==> src/rtl/imm_ext_ctrl_pkg.sv <==
// -----------------------------------------------------------------------------
// imm_ext_ctrl_pkg
//   Shared definitions for the immediate-extension controller:
//     - ext_mode_e  : extension modes (sign / zero / upper-half)
//     - state_e     : output-buffer FSM encoding (EMPTY / ONE / FULL)
//     - OP_*        : opcode constants (instr[31:26])
//     - ext_mode_of : opcode -> extension mode decode
//     - opcode_listed : 1 for opcodes the decoder knows about
// -----------------------------------------------------------------------------
package imm_ext_ctrl_pkg;

    typedef enum logic [1:0] {
        EXT_SIGN  = 2'b00,
        EXT_ZERO  = 2'b01,
        EXT_UPPER = 2'b10
    } ext_mode_e;

    typedef enum logic [1:0] {
        ST_EMPTY = 2'b00,
        ST_ONE   = 2'b01,
        ST_FULL  = 2'b10
    } state_e;

    localparam logic [5:0] OP_BEQ    = 6'h04;
    localparam logic [5:0] OP_BNE    = 6'h05;
    localparam logic [5:0] OP_ADDI   = 6'h08;
    localparam logic [5:0] OP_ADDIU  = 6'h09;
    localparam logic [5:0] OP_SLTI   = 6'h0A;
    localparam logic [5:0] OP_SLTIU  = 6'h0B;
    localparam logic [5:0] OP_ANDI   = 6'h0C;
    localparam logic [5:0] OP_ORI    = 6'h0D;
    localparam logic [5:0] OP_XORI   = 6'h0E;
    localparam logic [5:0] OP_LUI    = 6'h0F;
    localparam logic [5:0] OP_MEM_LO = 6'h20;  // first load/store opcode
    localparam logic [5:0] OP_MEM_HI = 6'h2B;  // last load/store opcode

    // Unlisted opcodes fall through to sign extension.
    function automatic ext_mode_e ext_mode_of(input logic [5:0] op);
        if (op >= OP_ANDI && op <= OP_XORI)
            return EXT_ZERO;
        if (op == OP_LUI)
            return EXT_UPPER;
        return EXT_SIGN;
    endfunction

    function automatic logic opcode_listed(input logic [5:0] op);
        return (op == OP_BEQ) || (op == OP_BNE) ||
               (op >= OP_ADDI && op <= OP_LUI) ||
               (op >= OP_MEM_LO && op <= OP_MEM_HI);
    endfunction

endpackage

==> src/rtl/imm_ext_ctrl_sign_ext.sv <==
// -----------------------------------------------------------------------------
// imm_ext_ctrl_sign_ext
//   Combinational immediate extender.
//   Ports:
//     i_signal         [i_NBITS-1:0]  raw immediate field
//     i_extension_mode [1:0]          EXT_SIGN / EXT_ZERO / EXT_UPPER
//     o_ext_signal     [NBITS-1:0]    extended immediate
//   Mode 2'b11 is unused and behaves as sign extension.
// -----------------------------------------------------------------------------
module imm_ext_ctrl_sign_ext
    import imm_ext_ctrl_pkg::*;
#(
    parameter int NBITS   = 32,
    parameter int i_NBITS = 16
) (
    input  logic [i_NBITS-1:0] i_signal,
    input  logic [1:0]         i_extension_mode,
    output logic [NBITS-1:0]   o_ext_signal
);

    logic [NBITS-1:0] zext;

    always_comb begin
        zext         = {{(NBITS-i_NBITS){1'b0}}, i_signal};
        o_ext_signal = {{(NBITS-i_NBITS){i_signal[i_NBITS-1]}}, i_signal};
        case (i_extension_mode)
            EXT_ZERO:  o_ext_signal = zext;
            EXT_UPPER: o_ext_signal = zext << i_NBITS;
            default:   ;
        endcase
    end

endmodule

==> src/rtl/imm_ext_ctrl.sv <==
// -----------------------------------------------------------------------------
// imm_ext_ctrl
//   Decodes the opcode of an incoming instruction, extends its immediate and
//   queues the result in a 2-entry FIFO with valid/ready handshakes on both
//   sides. Latency is one cycle when the buffer is empty.
//   Ports:
//     i_clk, i_reset_n       clock, asynchronous active-low reset
//     i_instr, i_valid       instruction from IF/ID and its valid
//     o_ready                registered ready (low in FULL and in reset)
//     i_flush                drop all buffered entries at the next edge
//     o_valid, i_ready       output handshake towards ID/EX
//     o_ext_imm              extended immediate of the head entry
//     o_ext_mode             extension mode of the head entry
//     o_opcode               instr[31:26] of the head entry
//     o_illegal              head opcode is unlisted (only with
//                            IMM_EXT_CTRL_ILLEGAL_EN defined)
//   Data outputs read as zero while o_valid is low.
// -----------------------------------------------------------------------------
module imm_ext_ctrl
    import imm_ext_ctrl_pkg::*;
#(
    parameter int NBITS   = 32,
    parameter int i_NBITS = 16
) (
    input  logic             i_clk,
    input  logic             i_reset_n,
    input  logic [NBITS-1:0] i_instr,
    input  logic             i_valid,
    output logic             o_ready,
    input  logic             i_flush,
    output logic             o_valid,
    input  logic             i_ready,
    output logic [NBITS-1:0] o_ext_imm,
    output logic [1:0]       o_ext_mode,
    output logic [5:0]       o_opcode
`ifdef IMM_EXT_CTRL_ILLEGAL_EN
   ,output logic             o_illegal
`endif
);

    state_e           state_q, state_d;
    logic             ready_q;
    logic             accept, xfer;
    logic             wr0, wr1, shift;

    logic [5:0]       op_new;
    ext_mode_e        mode_new;
    logic [NBITS-1:0] imm_new;
    logic             instr_unused;

    // Slot 0 is always the head entry.
    logic [NBITS-1:0] imm_q  [2];
    logic [1:0]       mode_q [2];
    logic [5:0]       op_q   [2];

    assign op_new       = i_instr[31:26];
    assign mode_new     = ext_mode_of(op_new);
    assign instr_unused = ^i_instr[25:i_NBITS];

    imm_ext_ctrl_sign_ext #(
        .NBITS   (NBITS),
        .i_NBITS (i_NBITS)
    ) u_sign_ext (
        .i_signal         (i_instr[i_NBITS-1:0]),
        .i_extension_mode (mode_new),
        .o_ext_signal     (imm_new)
    );

    assign o_ready = ready_q;
    assign o_valid = (state_q != ST_EMPTY);
    assign accept  = i_valid & ready_q;
    assign xfer    = o_valid & i_ready;

    always_comb begin
        state_d = state_q;
        wr0     = 1'b0;
        wr1     = 1'b0;
        shift   = 1'b0;
        case (state_q)
            ST_EMPTY: begin
                if (accept) begin
                    state_d = ST_ONE;
                    wr0     = 1'b1;
                end
            end
            ST_ONE: begin
                if (accept && xfer) begin
                    wr0 = 1'b1;
                end else if (accept) begin
                    state_d = ST_FULL;
                    wr1     = 1'b1;
                end else if (xfer) begin
                    state_d = ST_EMPTY;
                end
            end
            ST_FULL: begin
                if (xfer) begin
                    state_d = ST_ONE;
                    shift   = 1'b1;
                end
            end
            default: state_d = ST_EMPTY;
        endcase
        if (i_flush) begin
            state_d = ST_EMPTY;
            wr0     = 1'b0;
            wr1     = 1'b0;
            shift   = 1'b0;
        end
    end

    // ready is derived from the next state so it stays registered and has
    // no combinational path from i_ready.
    always_ff @(posedge i_clk or negedge i_reset_n) begin
        if (!i_reset_n) begin
            state_q <= ST_EMPTY;
            ready_q <= 1'b0;
            for (int unsigned i = 0; i < 2; i++) begin
                imm_q[i]  <= '0;
                mode_q[i] <= '0;
                op_q[i]   <= '0;
            end
        end else begin
            state_q <= state_d;
            ready_q <= (state_d != ST_FULL);
            if (i_flush) begin
                for (int unsigned i = 0; i < 2; i++) begin
                    imm_q[i]  <= '0;
                    mode_q[i] <= '0;
                    op_q[i]   <= '0;
                end
            end else begin
                if (shift) begin
                    imm_q[0]  <= imm_q[1];
                    mode_q[0] <= mode_q[1];
                    op_q[0]   <= op_q[1];
                end
                if (wr0) begin
                    imm_q[0]  <= imm_new;
                    mode_q[0] <= mode_new;
                    op_q[0]   <= op_new;
                end
                if (wr1) begin
                    imm_q[1]  <= imm_new;
                    mode_q[1] <= mode_new;
                    op_q[1]   <= op_new;
                end
            end
        end
    end

    assign o_ext_imm  = o_valid ? imm_q[0]  : '0;
    assign o_ext_mode = o_valid ? mode_q[0] : '0;
    assign o_opcode   = o_valid ? op_q[0]   : '0;

`ifdef IMM_EXT_CTRL_ILLEGAL_EN
    logic ill_q [2];

    always_ff @(posedge i_clk or negedge i_reset_n) begin
        if (!i_reset_n) begin
            ill_q[0] <= 1'b0;
            ill_q[1] <= 1'b0;
        end else if (i_flush) begin
            ill_q[0] <= 1'b0;
            ill_q[1] <= 1'b0;
        end else begin
            if (shift) ill_q[0] <= ill_q[1];
            if (wr0)   ill_q[0] <= ~opcode_listed(op_new);
            if (wr1)   ill_q[1] <= ~opcode_listed(op_new);
        end
    end

    assign o_illegal = o_valid & ill_q[0];
`endif

endmodule
==> config.mk <==
export PLATFORM = sky130hd
export DESIGN_NAME = imm_ext_ctrl
export DESIGN_NICKNAME = d
export VERILOG_FILES = /design/src/rtl/imm_ext_ctrl_pkg.sv /design/src/rtl/imm_ext_ctrl_sign_ext.sv /design/src/rtl/imm_ext_ctrl.sv
export SDC_FILE = /design/constraint.sdc
export NUM_CORES = 1
export LEC_CHECK = 0
export CORE_MARGIN = 8
export CORE_UTILIZATION = 53
export CTS_BUF_LIST = sky130_fd_sc_hd__clkbuf_8
export DETAILED_ROUTE_END_ITERATION = 6
export PLACE_DENSITY = 0.83
export SETUP_SLACK_MARGIN = 0.2
export SLEW_MARGIN = 0
export SYNTH_ARGS = -nofsm -noshare
export SYNTH_HDL_FRONTEND = slang
export SYNTH_HIERARCHICAL = 1
export SYNTH_SLANG_ARGS = --single-unit
==> constraint.sdc <==
create_clock -name i_clk -period 1.8 [get_ports i_clk]
set_input_delay 0.36 -clock i_clk [delete_from_list [all_inputs] [get_ports i_clk]]
set_output_delay 0.36 -clock i_clk [all_outputs]
set_load 0.05 [all_outputs]
After elaboration in Yosys (flattened, before gate mapping)
Index checks and enable logic that the tools add are counted.

word-level totals
  register bits after elaboration = 83
  input bits = 37
  output and inout bits = 42
  logic and storage cells = 64

operators by class
  order comparisons = 2
  equality and inequality tests = 6
  muxes and demuxes = 40
  bitwise operators = 2
  reductions and logical operators = 6

operators by type and width
  operator                                                                              count
  32-bit two-way mux                                                                    4
  64-bit two-way mux                                                                    1
  32-bit case mux with 2 select lines                                                   1
  2-bit two-way mux                                                                     14
  6-bit two-way mux                                                                     4
  1-bit two-way mux                                                                     12
  12-bit two-way mux                                                                    1
  6-bit by 4-bit equality test with 1-bit output (second input constant)                1
  6-bit by 4-bit greater-or-equal comparator with 1-bit output (second input constant)  1
  6-bit by 4-bit <= comparator with 1-bit output (second input constant)                1
  2-bit case mux with 3 select lines                                                    1
  2-bit by 1-bit equality test with 1-bit output (second input constant)                2
  2-bit equality test (second input constant)                                           2
  4-bit two-way mux                                                                     1
  2-bit nonzero test                                                                    2
  3-bit nonzero test                                                                    1
  1-bit bitwise AND                                                                     2
  1-bit logical AND                                                                     2
  2-bit logical NOT                                                                     1
  2-bit != test (second input constant)                                                 1
  1-bit case mux with 2 select lines                                                    1

Depth between registers and ports, before layout
Gate-level depths: netlist of run 1.

  word-level depth = 10
  mapped depth = 10
  mapped depth without buffers = 8

By module
Netlist of run 1, hierarchy kept.

modules (own cells, without submodules)
  module                 times used  cells each  area each (µm²)  seq. area each (µm²)
  imm_ext_ctrl           1           334         3642.2           2077.0
  imm_ext_ctrl_sign_ext  1           43          321.6            0.0

Worst setup path before layout of run 1
OpenSTA, ideal clock, no wires.

  path kind = input to register
  start point = input port i_instr[31]
  end point = register imm_q[16] (netlist name)
  setup time = 0.121 ns
  arrival time = 1.917 ns
  data required time = 1.679 ns
  path slack = -0.238 ns
  cell stages on the path = 9
  buffers on the path = 2
  cell sequence = nand4bb_1 a21oi_1 inv_1 ha_1 and2_1 buf_6 buf_6 a21o_1 a22o_1

on the way
  word-level cells in the longest chain between the ends = 9
  elaborated cells on any way between the ends = 15
  those cells by class = order compare (2); eq/ne (3); mux (9); reduce/logical (1)

RTL lines
  what                                                                                                  RTL line                     source
  start, declared                                                                                       imm_ext_ctrl.sv:27           input logic [NBITS-1:0] i_instr,
  branches (longest 4 deep; another with 6-bit by 4-bit greater-or-equal comparator with 1-bit output)  n/a
  2-bit two-way mux (*)                                                                                 imm_ext_ctrl_pkg.sv:41       if (op == OP_LUI)
  named net mode_new[0]                                                                                 imm_ext_ctrl.sv:47           ext_mode_e mode_new;
  2-bit equality test / 2-bit by 1-bit equality test with 1-bit output (equally long branches)          imm_ext_ctrl_sign_ext.sv:26  case (i_extension_mode)
  32-bit case mux with 2 select lines (*)                                                               imm_ext_ctrl_sign_ext.sv:26
  named net imm_new[16]                                                                                 imm_ext_ctrl.sv:48           logic [NBITS-1:0] imm_new;
  32-bit two-way mux (*)                                                                                imm_ext_ctrl.sv:143          if (wr1) begin
  64-bit two-way mux (*)                                                                                imm_ext_ctrl.sv:126          if (i_flush) begin
  end, declared                                                                                         imm_ext_ctrl.sv:52           logic [NBITS-1:0] imm_q [2];

Mark *: on every way through the listed nets, which the timed path passes. The select of a mux whose other input is x is not followed.
A chain may end at the register's enable or synchronous reset.

Final worst setup path of run 1
  start point = register state_q[0]
  end point = output port o_opcode[5]

on the way
  word-level cells in the longest chain between the ends = 2

RTL lines
  what                    RTL line             source
  start, declared         imm_ext_ctrl.sv:41   state_e state_q, state_d;
  start signal, assigned  imm_ext_ctrl.sv:124  state_q <= state_d;
  2-bit nonzero test      imm_ext_ctrl.sv:70   assign o_valid = (state_q != ST_EMPTY);
  6-bit two-way mux       imm_ext_ctrl.sv:154  assign o_opcode = o_valid ? op_q[0] : '0;
  end, declared           imm_ext_ctrl.sv:35   output logic [5:0] o_opcode

No other way between the ends.

==> results by group, run 1 <==
Outcome
  – Outcome: finished with violations
  – Failing checks: setup timing

GRT
  – Remaining Overflow, GRT: 0
  – First-pass GRT wire length: 20.5 mm
  – Pin count of the biggest net entering global routing: 36
  – GRT Total Usage: between 20% and 30%
  – Vias in the first global route: 3818
  – Initial antenna violation count: 0

Timing
  – Fin. max-slew vios: 0
  – Final worst slack: -0.153 ns
  – Fmax: 512 MHz
  – Final Hold Fails: 0
  – Clock period minus worst slack: between 1.5 and 2 ns
  – Final setup fails: 63
  – Slew HR: 72.8%
  – WHS: approximately 0.33 ns
  – Slew @ Worst Pin: 0.407 ns
  – Crit share post-route: 108%
  – Final Skew: 0.0104 ns
  – Unrepaired setup endpoints after global routing: true

Yosys
  – Seq/Total Area, Yosys: 52.4%
  – Ys Warns: 6
  – Largest family of logic cells by synthesized area: compound AO/OA/AOI/OAI gates
  – Xor and xnor fraction of the mapped netlist area: 0.221%
  – Synth Area in Compound Gates: roughly a quarter
  – Mapped Cells: about 380
  – Synth Register Bits: 83
  – Syn Std Cell Area: slightly below 0.004 mm^2
  – Synth cell types: 25
  – Avg Cell Area, Syn: about 11 um^2
  – Syn Nets: ~420
  – Post-synthesis mux area share: 0%
  – Adder-cell area share of the yosys netlist: 0.631%
  – Post-synthesis simple-gate area fraction: 15.6%

Routing
  – TritonRoute pass-1 iters: 6
  – Post-Route WL: 17.8 mm
  – DR vias: 4158
  – Vias/cell: 6.98
  – Iter 0 DRT Violations: 458
  – Wirelength per Cell: 29.9 um
  – DRC: 0
  – Routed Antenna Nets: 0

Clock network
  – Htree depth: 3
  – Total CTS buffers: 9
  – CTS root buf: clkbuf_8
  – CTS Buffer Depth: 2
  – CTS tree: done
  – Clock transition at path regs: 0.09 ns
  – Clock Latency Late Sink: between 0.3 and 0.4 ns
  – Total clock sinks: 83

Setup path
  – Worst-path fanout max: 8
  – Setup crit start kind: flip-flop
  – Crit path DAT: roughly 1.6 ns
  – Register-to-Register Path Depth: 8
  – Setup CP Type: reg -> out
  – WP data required: around 1.4 ns
  – Crit path capture type: primary output

Floorplanning
  – Initial Util: 54.6%
  – CORE AREA: around 0.0073 mm^2
  – Io pins: about 80
  – Cell row count: 31
  – Total Die Area: 0.0105 mm^2
  – Chip Width: 102 um
  – Die H: 102 um

Power and ir drop
  – Peak VDD IR: 740 uV
  – Power Dens Cells: 816 mW/mm^2
  – Leakage: 2.87 nW
  – Int Pwr: roughly 3.6 mW
  – Power, Total: between 5 and 6 mW
  – Sequential power share: about two fifths
  – Comb power frac: 31.0%
  – Clk network pwr share: 29.1%
  – Sw frac: between 30% and 40%
  – Switching pwr: 1.71 mW

Final layout
  – Filler cell count: 266
  – Area grow syn2layout: 62.8%
  – Non-Filler Instances: 596
  – Final #Nets: 532
  – Share of layout cells above drive strength 1: 49.5%
  – Inserted Diodes: 0

Placed design
  – PortBufs: 68
  – Placed cell count: around 550
  – Placer congestion estimate: 0.790
  – Dpl hpwl: 7.45 mm

Worst hold path
  – Hold path depth: 3
  – Hold Crit Class: in -> reg

Flow run
  – Maxcap violations: 0
-- layout by cell type, fill, tap and decap left out, drive strengths merged, types with 4 or more instances in the layout --
cell type / instances
a21o: 15
clkbuf: 17
and2b: 5
nand2: 44
buf: 106
o21ai: 40
nor2: 5
a22o: 40
nor2b: 55
inv: 5
a2bb2oi: 40
a21oi: 4
clkdlybuf4s50: 19
dfrtp: 83
-- synthesized netlist by cell type (all sizes together) --
library cell	instances	area share, %
xnor2	1	0.22
o21a	2	0.38
nand2b	1	0.16
nand2	44	4.2
ha	2	0.63
nor2b	55	8.7
nor2	5	0.47
a21o	15	3.0
buf	18	2.7
a2bb2oi	40	8.8
o21ai	40	5.1
a22o	40	8.8
nor4	2	0.63
and3b	1	0.22
inv	4	0.38
and2	1	0.16
a21oi	4	0.60
dfrtp	83	52
and2b	4	0.82
nand4bb	1	0.28
clkbuf	14	1.3
-- layout make-up --
class	instances	area, um^2	area share (%)
multi-input combinational	260	2350	36.4
clock buffer	9	124	1.92
inverter	4	15.0	0.233
timing repair buffer	135	1670	25.9
sequential	83	2080	32.2
tap	99	124	1.92
clock inverter	6	90.1	1.40
-- per-layer routing --
| metal | GRT usage, % | part of all wire, % | routed length (um) | vias to the layer above |
|---|---|---|---|---|
| li1 | - | - | - | 1582 |
| met4 | 13.0 | 7.1 | 1270 | 0 |
| met5 | 0 | 0 | 0 | - |
| met3 | 5.93 | 12 | 2130 | 140 |
| met1 | 32.5 | 34 | 6110 | 2038 |
| met2 | 40.5 | 47 | 8310 | 398 |
-- power by group through the flow --
| stage | logic, mW | registers, mW | clock network, mW |
|---|---|---|---|
| 3_5_place_dp | 1.05 | 2.10 | 0 |
| 4_1_cts | 1.22 | 2.07 | 1.49 |
| 3_3_place_gp | 1.03 | 2.10 | 0 |
| 5_1_grt | 1.67 | 2.11 | 1.59 |
| 6_report | 1.63 | 2.10 | 1.53 |
| 2_1_floorplan | 0.673 | 2.07 | 0 |
-- registers in the layout, indices dropped and copies added (netlist names) --
name,count
imm_q,64
op_q,12
state_q,2
mode_q,4
o_ready,1
-- timing repair --
action | in CTS | in global routing
resized for setup | 85 | 104
hold buffers | 1 | 0
endpoints found under the hold margin | 27 | 0
setup buffers | 6 | 5
cloned | 5 | 17
pin swaps | 22 | 14
setup endpoints to repair | 104 | 114
-- logic make-up (layout without fill, tap and decap cells) --
family,Yosys count,in the layout
adder cells (fa/ha/maj),2,2
AND/OR/NAND/NOR,114,116
AO/OA/AOI/OAI,141,141
buffers and inverters,36,154
XOR/XNOR,1,1
flip-flops,83,83
-- critical path, cell delays in order (launching register included) --
cell	delay (ns)
dfrtp_1	0.43
nor2_4	0.25
buf_4	0.18
buf_12	0.14
nor2b_1	0.07
buf_6	0.15
-- worst paths after layout --
path	from	to	slack, ns
max	state_q[0]$_DFF_PN0_	o_opcode[5]	-0.15
min reg2reg	op_q[0]$_DFFE_PN0P_	op_q[0]$_DFFE_PN0P_	0.51
min in group asynchronous	i_reset_n	op_q[11]$_DFFE_PN0P_	0.48
min	i_instr[26]	op_q[6]$_DFFE_PN0P_	0.33
max in group asynchronous	i_reset_n	mode_q[2]$_DFFE_PN0P_	0.81
max reg2reg	state_q[1]$_DFF_PN0_	imm_q[33]$_DFFE_PN0P_	-0.04
-- through the flow --
stage	setup TNS [ns]	setup slack (ns)	utilization [%]	instance area, um^2
global route	-6.94	-0.167	89.0	6450
detailed placement	-35.89	-0.682	69.4	5030
finish	-4.94	-0.153	89.0	6450
floorplan	-1.51	-0.0843	-	4110
global placement	-33.38	-0.649	69.4	5030
CTS	-0.805	-0.0464	77.4	5620
Power figures use the tool's default switching activity.
==> inputs of run 2 (changes only) <==
--- a/config.mk
+++ b/config.mk
@@ -6,10 +6,10 @@
 export NUM_CORES = 1
 export LEC_CHECK = 0
 export CORE_MARGIN = 8
-export CORE_UTILIZATION = 53
-export CTS_BUF_LIST = sky130_fd_sc_hd__clkbuf_8
+export CORE_UTILIZATION = 52
+export CTS_BUF_LIST = sky130_fd_sc_hd__clkbuf_16
 export DETAILED_ROUTE_END_ITERATION = 6
-export PLACE_DENSITY = 0.83
+export PLACE_DENSITY = 0.81
 export SETUP_SLACK_MARGIN = 0.2
 export SLEW_MARGIN = 0
 export SYNTH_ARGS = -nofsm -noshare
==> run 2 against run 1 <==
Net effect: critical path type is now in -> reg; clock skew fell by 0.0019 ns; first-iteration DRC count fell by 28%; sequential cell count did not move; the run still ends with setup timing left; power rose by 12%; highest routed layer unchanged; design area rose by 8.0%; largest power group unchanged.
==> results by group, run 2 (synthesized netlist as in run 1, its figures left out) <==
Floorplanning
  – Die H: 103 um (was 102 um)
  – Initial Util: 52.4% (was 54.6%)
  – Io pins: 79 (unchanged)
  – CORE AREA: 0.00757 mm^2 (was 0.00725 mm^2)
  – Chip Width: 103 um (was 102 um)
  – Cell row count: 32 (was 31)
  – Total Die Area: 0.0107 mm^2 (was 0.0105 mm^2)

Timing
  – Clock period minus worst slack: 1.89 ns (was 1.95 ns)
  – Final worst slack: -0.0891 ns (was -0.153 ns)
  – Fin. max-slew vios: 0 (unchanged)
  – Fmax: 529 MHz (was 512 MHz)
  – Unrepaired setup endpoints after global routing: true (unchanged)
  – Slew HR: 68.8% (was 72.8%)
  – Final Skew: 0.00844 ns (was 0.0104 ns)
  – Final Hold Fails: 0 (unchanged)
  – Slew @ Worst Pin: 0.468 ns (was 0.407 ns)
  – Crit share post-route: 105% (was 108%)
  – Final setup fails: 65 (was 63)

Final layout
  – Commonest non-fill, non-tap cell in the layout: dfrtp_1 (unchanged)
  – Most flops, register: imm_q (unchanged)
  – Biggest regs: imm_q (64), op_q (12), mode_q (4) (unchanged)
  – Leading cell types in the layout, fill and taps excluded: dfrtp_1, buf_6, nor2b_4 (was dfrtp_1, buf_6, o21ai_1, a22o_1, a2bb2oi_2)
  – Filler cell count: 223 (was 266)
  – Share of layout cells above drive strength 1: 57.2% (was 49.5%)
  – Final #Nets: 532 (unchanged)
  – Area grow syn2layout: 75.8% (was 62.8%)
  – Multi-input combinational cell area: 0.00265 mm^2 (was 0.00235 mm^2)
  – Finished Core Util: 92.1% (was 89.0%)
  – Inserted Diodes: 0 (unchanged)
  – Max reg flops: 64 (unchanged)
  – FF/Latch Area: 0.00208 mm^2 (about the same)

Setup path
  – CP peak stage delay: 0.31 ns (was 0.43 ns)
  – CP dominant cell by count: buf_6
  – Slowest CP cell: ha_4 (was dfrtp_1)
  – Largest delay contributor family on the critical path: compound AO/OA/AOI/OAI gates (was buffers and inverters)
  – Crit path DAT: 2.11 ns (was 1.59 ns)
  – Setup crit start kind: input pin (was flip-flop)
  – WP data required: 2.02 ns (was 1.44 ns)
  – WP buf/inv: 3 (unchanged)
  – Worst-path cell chain: buf_6 -> nand4bb_4 -> a21oi_4 -> inv_2 -> ha_4 -> buf_6 -> and2b_2 -> a21o_1 -> a22o_1 (was nor2_4 -> buf_4 -> buf_12 -> nor2b_1 -> buf_6)
  – Worst-path fanout max: 7 (was 8)
  – Setup CP Type: in -> reg (was reg -> out)
  – Crit path capture type: flip-flop (was primary output)

Outcome
  – Failing checks: setup timing (unchanged)
  – Outcome: finished with violations (unchanged)

Routing
  – Post-Route WL: 19.1 mm (was 17.8 mm)
  – Routed Antenna Nets: 0 (unchanged)
  – Wirelength per Cell: 31.8 um (was 29.9 um)
  – Iter 0 DRT Violations: 329 (was 458)
  – Vias/cell: 6.93 (was 6.98)
  – TritonRoute pass-1 iters: 5 (was 6)
  – DR vias: 4158 (unchanged)
  – DRC: 0 (unchanged)

Clock network
  – Clock transition at path regs: 0.07 ns (was 0.09 ns)
  – CTS tree: done (unchanged)
  – CTS Buffer Depth: 2 (unchanged)
  – Hold Buf Count CTS: 0 (was 1)
  – Total clock sinks: 83 (unchanged)
  – Clock Latency Late Sink: 0.34 ns (was 0.37 ns)
  – Htree depth: 3 (unchanged)
  – CTS root buf: clkbuf_16 (was clkbuf_8)
  – Total CTS buffers: 9 (unchanged)

Power and ir drop
  – Leakage: 3.20 nW (was 2.87 nW)
  – Power Dens Cells: 849 mW/mm^2 (was 816 mW/mm^2)
  – Peak VDD IR: 641 uV (was 740 uV)

GRT
  – GRT Total Usage: 28.4% (was 25.7%)
  – Pin count of the biggest net entering global routing: 84 (was 36)
  – First-pass GRT wire length: 22.6 mm (was 20.5 mm)
  – Initial antenna violation count: 0 (unchanged)
  – Vias in the first global route: 4026 (was 3818)
  – Remaining Overflow, GRT: 0 (unchanged)

Placed design
  – Pre-CTS WS: -0.554 ns (was -0.682 ns)
  – Placer congestion estimate: 0.841 (was 0.790)
  – Dpl hpwl: 7.16 mm (was 7.45 mm)
  – PortBufs: 68 (unchanged)

Flow run
  – Maxcap violations: 0 (unchanged)

Worst hold path
  – Hold Crit Class: in -> async (was in -> reg)
run 2: changes by cell type in the layout (fill, tap and decap cells not counted), moves of 9 or more:
| cell | delta |
|---|---|
| nor2b_4 | +24 |
| nand2_1 | -21 |
| nand2_4 | +17 |
| nor2b_2 | -15 |
| o21ai_1 | -10 |
| clkbuf_16 | +9 |
| clkbuf_8 | -9 |
| nor2b_1 | -9 |
run 2: final cells by class:
cell class	instances	area share, %
flip-flops and latches	83	29.8
clock buffers	9	3.23
repair buffers	136	25.4
inverters	4	0.251
multi-input cells	259	38.0
well taps	102	1.83
clock inverters	7	1.42
run 2: final timing paths:
kind / start / to / slack (ns) / depth (start not counted)
setup / recovery: i_instr[30] / imm_q[22]$_DFFE_PN0P_ / -0.09 / 9
hold / removal: i_reset_n / op_q[1]$_DFFE_PN0P_ / 0.02 / 2
setup reg to reg: state_q[1]$_DFF_PN0_ / imm_q[43]$_DFFE_PN0P_ / -0.03 / 8
hold reg to reg: imm_q[21]$_DFFE_PN0P_ / imm_q[21]$_DFFE_PN0P_ / 0.52 / 1
max in group asynchronous: i_reset_n / imm_q[5]$_DFFE_PN0P_ / 1.38 / 2
min in group i_clk: i_instr[30] / op_q[10]$_DFFE_PN0P_ / 0.39 / 4
run 2: report_power, final:
group | switching [mW] | internal [mW]
logic | 0.890 | 0.839
clock network | 0.848 | 1.23
registers | 0.120 | 1.99
total | 1.86 | 4.06
run 2: timing repair:
item	in CTS	in global routing
hold endpoints to repair	0	0
resized for setup	175	117
pin swaps	29	37
buffers inserted	13	4
endpoints found under the setup margin	105	121
cloned	6	11
run 2: metrics by stage:
stage                     TNS [ns]  instances  hold slack, ns  power (mW)  area (um^2)
after CTS                        0        585          0.0765        5.43         6200
after global placement      -29.20        550           0.420        3.12         5040
after floorplan              -1.51        377          0.0644        2.74         4110
after detailed placement    -31.28        550           0.428        3.14         5040
final                        -2.81        600          0.0178        5.91         6970
after global routing         -4.72        600          0.0679        6.03         6970
run 2: layer usage:
| layer | vias up | track usage (%) | wire [um] |
|---|---|---|---|
| met5 | - | 0 | 0 |
| met4 | 0 | 16.2 | 1310 |
| met3 | 139 | 5.69 | 1970 |
| met2 | 381 | 48.2 | 9040 |
| met1 | 2048 | 32.9 | 6740 |
| li1 | 1590 | - | - |
run 2: worst register-to-register path, delay by kind of cell, from the launching register on:
kind                   cells  cell delay (ns)
buffers and inverters      5             0.76
DFF                        1             0.43
and+or+nand+nor            2             0.36
AOI/OAI and AO/OA          1             0.19
